==> config.mk <==
export PLATFORM = sky130hd
export DESIGN_NAME = pipe_hazard_ctrl
export DESIGN_NICKNAME = d
export VERILOG_FILES = /design/src/rtl/pipe_pkg.sv /design/src/rtl/hazard_scoreboard.sv /design/src/rtl/pipe_hazard_ctrl.sv
export SDC_FILE = /design/constraint.sdc
export NUM_CORES = 1
export LEC_CHECK = 0
export CAP_MARGIN = 20
export CORE_MARGIN = 4
export CORE_UTILIZATION = 50
export DETAILED_ROUTE_END_ITERATION = 6
export GPL_TIMING_DRIVEN = 0
export PLACE_DENSITY = 0.77
export REMOVE_ABC_BUFFERS = 1
export SLEW_MARGIN = 10
export SYNTH_ARGS = -nofsm -noshare
export SYNTH_HDL_FRONTEND = slang
export SYNTH_HIERARCHICAL = 1
export SYNTH_SLANG_ARGS = --single-unit
export TNS_END_PERCENT = 20
==> constraint.sdc <==
create_clock -name clk -period 3.06 [get_ports clk]
set_clock_uncertainty 0.1 [all_clocks]
set_input_delay 0.612 -clock clk [delete_from_list [all_inputs] [get_ports clk]]
set_output_delay 0.612 -clock clk [all_outputs]
set_load 0.02 [all_outputs]
==> src/rtl/pipe_pkg.sv <==
// pipe_pkg: shared types and constants for the pipeline hazard controller.
package pipe_pkg;

    localparam int REG_ADDR_W  = 5;
    localparam int FWD_REGFILE = 0;

    typedef struct packed {
        logic                  valid;
        logic [REG_ADDR_W-1:0] rd;
        logic                  is_load;
    } sb_entry_t;

endpackage

==> src/rtl/hazard_scoreboard.sv <==
// hazard_scoreboard: post-decode destination tracker with per-entry source
// match vectors for the decode operands and the captured execute operands.
module hazard_scoreboard #(
    parameter int REG_ADDR_W = pipe_pkg::REG_ADDR_W,
    parameter int EX_DEPTH   = 3
) (
    input  logic                  clk_i,
    input  logic                  rst_ni,
    input  logic                  valid_i,
    input  logic                  flush_i,
    input  logic                  reg_write_i,
    input  logic                  is_load_i,
    input  logic [REG_ADDR_W-1:0] rd_i,
    input  logic [REG_ADDR_W-1:0] rs1_i,
    input  logic [REG_ADDR_W-1:0] rs2_i,
    output logic [EX_DEPTH-1:0]   hit1_d_o,
    output logic [EX_DEPTH-1:0]   hit2_d_o,
    output logic [EX_DEPTH-1:0]   hit1_e_o,
    output logic [EX_DEPTH-1:0]   hit2_e_o,
    output logic [EX_DEPTH-1:0]   load_o
);
    import pipe_pkg::*;

    logic [EX_DEPTH-1:0]   vld_q, vld_d;
    logic [EX_DEPTH-1:0]   ld_q, ld_d;
    logic [REG_ADDR_W-1:0] ent_rd_q [EX_DEPTH];
    logic [REG_ADDR_W-1:0] ent_rd_d [EX_DEPTH];
    logic [REG_ADDR_W-1:0] rs1_e_q, rs2_e_q;
    logic                  live;

    assign live = valid_i && !flush_i;

    always_comb begin
        vld_d = {vld_q[EX_DEPTH-2:0], live && reg_write_i};
        ld_d  = {ld_q[EX_DEPTH-2:0], live && is_load_i};
        ent_rd_d[0] = rd_i;
        for (int k = 1; k < EX_DEPTH; k++) begin
            ent_rd_d[k] = ent_rd_q[k-1];
        end
    end

    always_ff @(posedge clk_i or negedge rst_ni) begin
        if (!rst_ni) begin
            vld_q   <= '0;
            ld_q    <= '0;
            rs1_e_q <= '0;
            rs2_e_q <= '0;
            for (int k = 0; k < EX_DEPTH; k++) begin
                ent_rd_q[k] <= '0;
            end
        end else begin
            vld_q    <= vld_d;
            ld_q     <= ld_d;
            ent_rd_q <= ent_rd_d;
            rs1_e_q  <= rs1_i;
            rs2_e_q  <= rs2_i;
        end
    end

    // x0 is hardwired, so it never matches a producer
    always_comb begin
        hit1_d_o = '0;
        hit2_d_o = '0;
        hit1_e_o = '0;
        hit2_e_o = '0;
        for (int k = 0; k < EX_DEPTH; k++) begin
            hit1_d_o[k] = vld_q[k] && ent_rd_q[k] == rs1_i && rs1_i != '0;
            hit2_d_o[k] = vld_q[k] && ent_rd_q[k] == rs2_i && rs2_i != '0;
            hit1_e_o[k] = vld_q[k] && ent_rd_q[k] == rs1_e_q && rs1_e_q != '0;
            hit2_e_o[k] = vld_q[k] && ent_rd_q[k] == rs2_e_q && rs2_e_q != '0;
        end
    end

    assign load_o = ld_q;

endmodule

==> src/rtl/pipe_hazard_ctrl.sv <==
// pipe_hazard_ctrl: stall, flush and operand-forward control for the pipeline.
// Define FWD_EN to build the execute-stage forwarding network.
module pipe_hazard_ctrl #(
    parameter int REG_ADDR_W = pipe_pkg::REG_ADDR_W,
    parameter int EX_DEPTH   = 3,
    parameter int FWD_W      = $clog2(EX_DEPTH)
) (
    input  logic                  clk,
    input  logic                  rst,
    input  logic                  valid_d,
    input  logic [REG_ADDR_W-1:0] rs1_d,
    input  logic [REG_ADDR_W-1:0] rs2_d,
    input  logic [REG_ADDR_W-1:0] rd_d,
    input  logic                  reg_write_d,
    input  logic                  is_load_d,
    input  logic                  pcsrc_e,
    output logic                  stall_f,
    output logic                  stall_d,
    output logic                  flush_d,
    output logic                  flush_e,
    output logic [FWD_W-1:0]      fwd_a_e,
    output logic [FWD_W-1:0]      fwd_b_e
);
    import pipe_pkg::*;

    logic [EX_DEPTH-1:0] hit1_d, hit2_d, hit1_e, hit2_e, ld_v;
    logic [EX_DEPTH-1:0] block_m;
    logic                hazard;

    hazard_scoreboard #(
        .REG_ADDR_W (REG_ADDR_W),
        .EX_DEPTH   (EX_DEPTH)
    ) u_sb (
        .clk_i       (clk),
        .rst_ni      (rst),
        .valid_i     (valid_d),
        .flush_i     (flush_e),
        .reg_write_i (reg_write_d),
        .is_load_i   (is_load_d),
        .rd_i        (rd_d),
        .rs1_i       (rs1_d),
        .rs2_i       (rs2_d),
        .hit1_d_o    (hit1_d),
        .hit2_d_o    (hit2_d),
        .hit1_e_o    (hit1_e),
        .hit2_e_o    (hit2_e),
        .load_o      (ld_v)
    );

`ifdef FWD_EN
    // Only loads too young to reach W by the consumer's execute cycle block.
    always_comb begin
        block_m = '0;
        for (int k = 0; k < EX_DEPTH; k++) begin
            block_m[k] = ld_v[k] && (k <= EX_DEPTH - 3);
        end
    end

    // Scan oldest to youngest so the youngest eligible producer wins.
    always_comb begin
        fwd_a_e = FWD_W'(FWD_REGFILE);
        fwd_b_e = FWD_W'(FWD_REGFILE);
        for (int k = EX_DEPTH - 1; k >= 1; k--) begin
            if (hit1_e[k] && (!ld_v[k] || k == EX_DEPTH - 1)) begin
                fwd_a_e = FWD_W'(k);
            end
            if (hit2_e[k] && (!ld_v[k] || k == EX_DEPTH - 1)) begin
                fwd_b_e = FWD_W'(k);
            end
        end
    end
`else
    logic unused_fwd;
    assign unused_fwd = ^{hit1_e, hit2_e, ld_v};

    // W is write-through, so every producer but the W entry blocks.
    always_comb begin
        block_m = '0;
        for (int k = 0; k < EX_DEPTH; k++) begin
            block_m[k] = (k <= EX_DEPTH - 2);
        end
    end

    assign fwd_a_e = FWD_W'(FWD_REGFILE);
    assign fwd_b_e = FWD_W'(FWD_REGFILE);
`endif

    assign hazard  = valid_d && |((hit1_d | hit2_d) & block_m);
    assign stall_f = rst && hazard && !pcsrc_e;
    assign stall_d = stall_f;
    assign flush_d = rst && pcsrc_e;
    assign flush_e = rst && (pcsrc_e || hazard);

endmodule

==> qor.yml <==
status:
  status: "finished, final reports clean"
timing:
  rsz0062_at_grt: "yes"
  worstMarginPinSlew_ns: 0.587
  maxSlewHeadroom_pct: 60.8
  fin_crit_sh_pct: 99.0
  setup_viol_count_final: 0
  timing.fmax_mhz: 330
  hold_viol: 0
  slew_viol_final: 0
  finalSetupTns_ns: 0
  min_period_ns: 3.03
layout:
  drive_above_1_share_pct: 17.1
  diodes: 0
  finalNetCount: 104
  n_fill_cell: 90
  syn_to_final_growth_pct: 37.2
  fin_util_pct: 77.0
worst_setup_path:
  crit-reg2reg-capture: "u_sb/vld_q[0]"
  reg2reg_depth: 6
  crit_buf_inv: 2
  arrival_ns: 2.32
  r2r_start: "u_sb/ent_rd_d[9]"
  endpoint_kind: "primary output"
  worstSetupPathType: "input port to primary output"
  path_max_fanout: 3
  slowest_delay_ns: 0.46
  cp_cell_sequence: "clkdlybuf4s50_1, or4_1, nor2_2, nor4_2, nor4_4, o21bai_1, buf_2"
  rrSetupSlack_ns: 1.34
  cp_top_family: "simple AND/OR/NAND/NOR gates"
  critPathRequiredTime_ns: 2.35
  slowest_stage: "clkdlybuf4s50_1"
  path_depth: 7
  start_kind: "input port"
global_route:
  grt_pass1_vias: 542
  grt_pass1_wl_microns: 2100
  grt_max_degree: 15
  grt-ovfl-total: 0
  antenna_found_initial: 0
  grt_usage_pct: 14.3
route:
  wl_per_cell_microns: 13.4
  drtAntennaViolNets: 0
  drt-met1-wl_microns: 539
  drc: 0
  wl_met3_microns: 112
  met2WireLength_microns: 632
  wirelength_microns: 1280
  maxUsedRoutingLayer: "met3"
  vias_per_cell: 5.25
  drt-pass1-iter-count: 4
  via_count: 504
  drtIter0Drc: 3
placement:
  port_buffers: 23
  dp.final_hpwl_microns: 1060
  gp_congestion: 0.766
die:
  ioPinCount: 29
  rows: 12
  initial_core_util_pct: 56.1
  die_h_microns: 44.5
  dieArea_sq_um: 1980
  fp.dieW_microns: 44.5
  design.core.area_sq_um: 1190
pwr:
  power_density_nw_per_um2: 397
  p_leak_nw: 0.394
  total_power_mw: 0.362
  max-vdd-ir-drop_mv: 0.300
clock_network:
  clockBufferDepth: 2
  postCtsHoldBufs: 0
  cts_root_buf: "clkbuf_4"
  clk_pin_slew_worst_paths_ns: 0.07
  insertion_delay_ns: 0.26
  cts_num_sinks: 12
  cts_buffers: 3
  htreeDepth: 1
  cts_tree: "yes"
logic_synthesis:
  syn_avg_cell_area_sq_um: 10.9
  synth_cells: 61
  synthesis.area_sq_um: 666
  ys_warn_count: 6
hold_path:
  hp-class: "input port to asynchronous set/reset pin"
job:
  drv_cap: 0
==> what timing repair did <==
action / 4_1_cts / 5_1_grt
endpoints found under the setup margin: 3 / 4
setup buffers: 1 / 0
resized for setup: 22 / 3
pin swaps: 1 / 1
cloned: 0 / 0
==> power by group <==
group	internal, mW	switching, mW
Sequential	0.167	0.00746
Combinational	0.0375	0.0315
Clock	0.0721	0.0473
Total	0.276	0.0862
==> worst register-to-register path: cells and delay by family, from the launching register on <==
kind,cells,cell delay (ns)
AO/OA/AOI/OAI,1,0.17
XOR/XNOR,1,0.17
flip-flops,1,0.42
AND/OR/NAND/NOR,4,0.76
==> layer usage <==
layer,global-route usage [%],vias to the layer above
met5,0,-
met4,1.81,0
met3,4.07,0
met2,26.1,23
met1,16.9,243
li1,-,238
==> layout make-up <==
type,count,area [sq um],share of cell area [%]
Clock buffer,4,36.3,3.97
Sequential cell,12,300,32.9
Tap cell,14,17.5,1.92
Timing Repair Buffer,24,220,24.1
Multi-Input combinational cell,42,339,37.1
==> how the worst max path moves through the flow <==
stage | from | to | slack, ns
4_1_cts | rs1_d[0] | stall_f | 0.001
3_3_place_gp | rs2_d[1] | flush_e | -0.49
3_5_place_dp | rs2_d[1] | flush_e | -0.48
6_report | rs2_d[4] | flush_e | 0.03
2_1_floorplan | rs2_d[2] | stall_d | 0.21
5_1_grt | rs2_d[4] | flush_e | -0.05
==> flip-flops by register name, indices dropped and copies added (netlist names) <==
register,flops
u_sb/ent_rd_d,10
u_sb/vld_q,2
==> cell usage in the layout, fill, tap and decap left out, drive strengths merged <==
master / count
nand4: 4
o21bai: 1
clkbuf: 4
nor4: 5
or4: 2
dfrtp: 12
nand2: 1
and3b: 1
nor3: 1
buf: 4
xnor2: 12
nor2: 2
conb: 4
dlymetal6s2s: 2
dlygate4sd2: 6
clkdlybuf4s50: 12
and2: 1
xor2: 8
==> stage by stage <==
step	hold slack, ns	cell area (sq um)	setup WS, ns	std cells
floorplan	0.216	621	0.207	54
global placement	0.287	868	-0.485	91
detailed placement	0.289	868	-0.476	91
CTS	0.310	902	0.00135	96
global route	0.268	913	-0.0531	96
finish	0.234	913	0.0308	96
No activity file was read; power rests on OpenSTA's default activity.
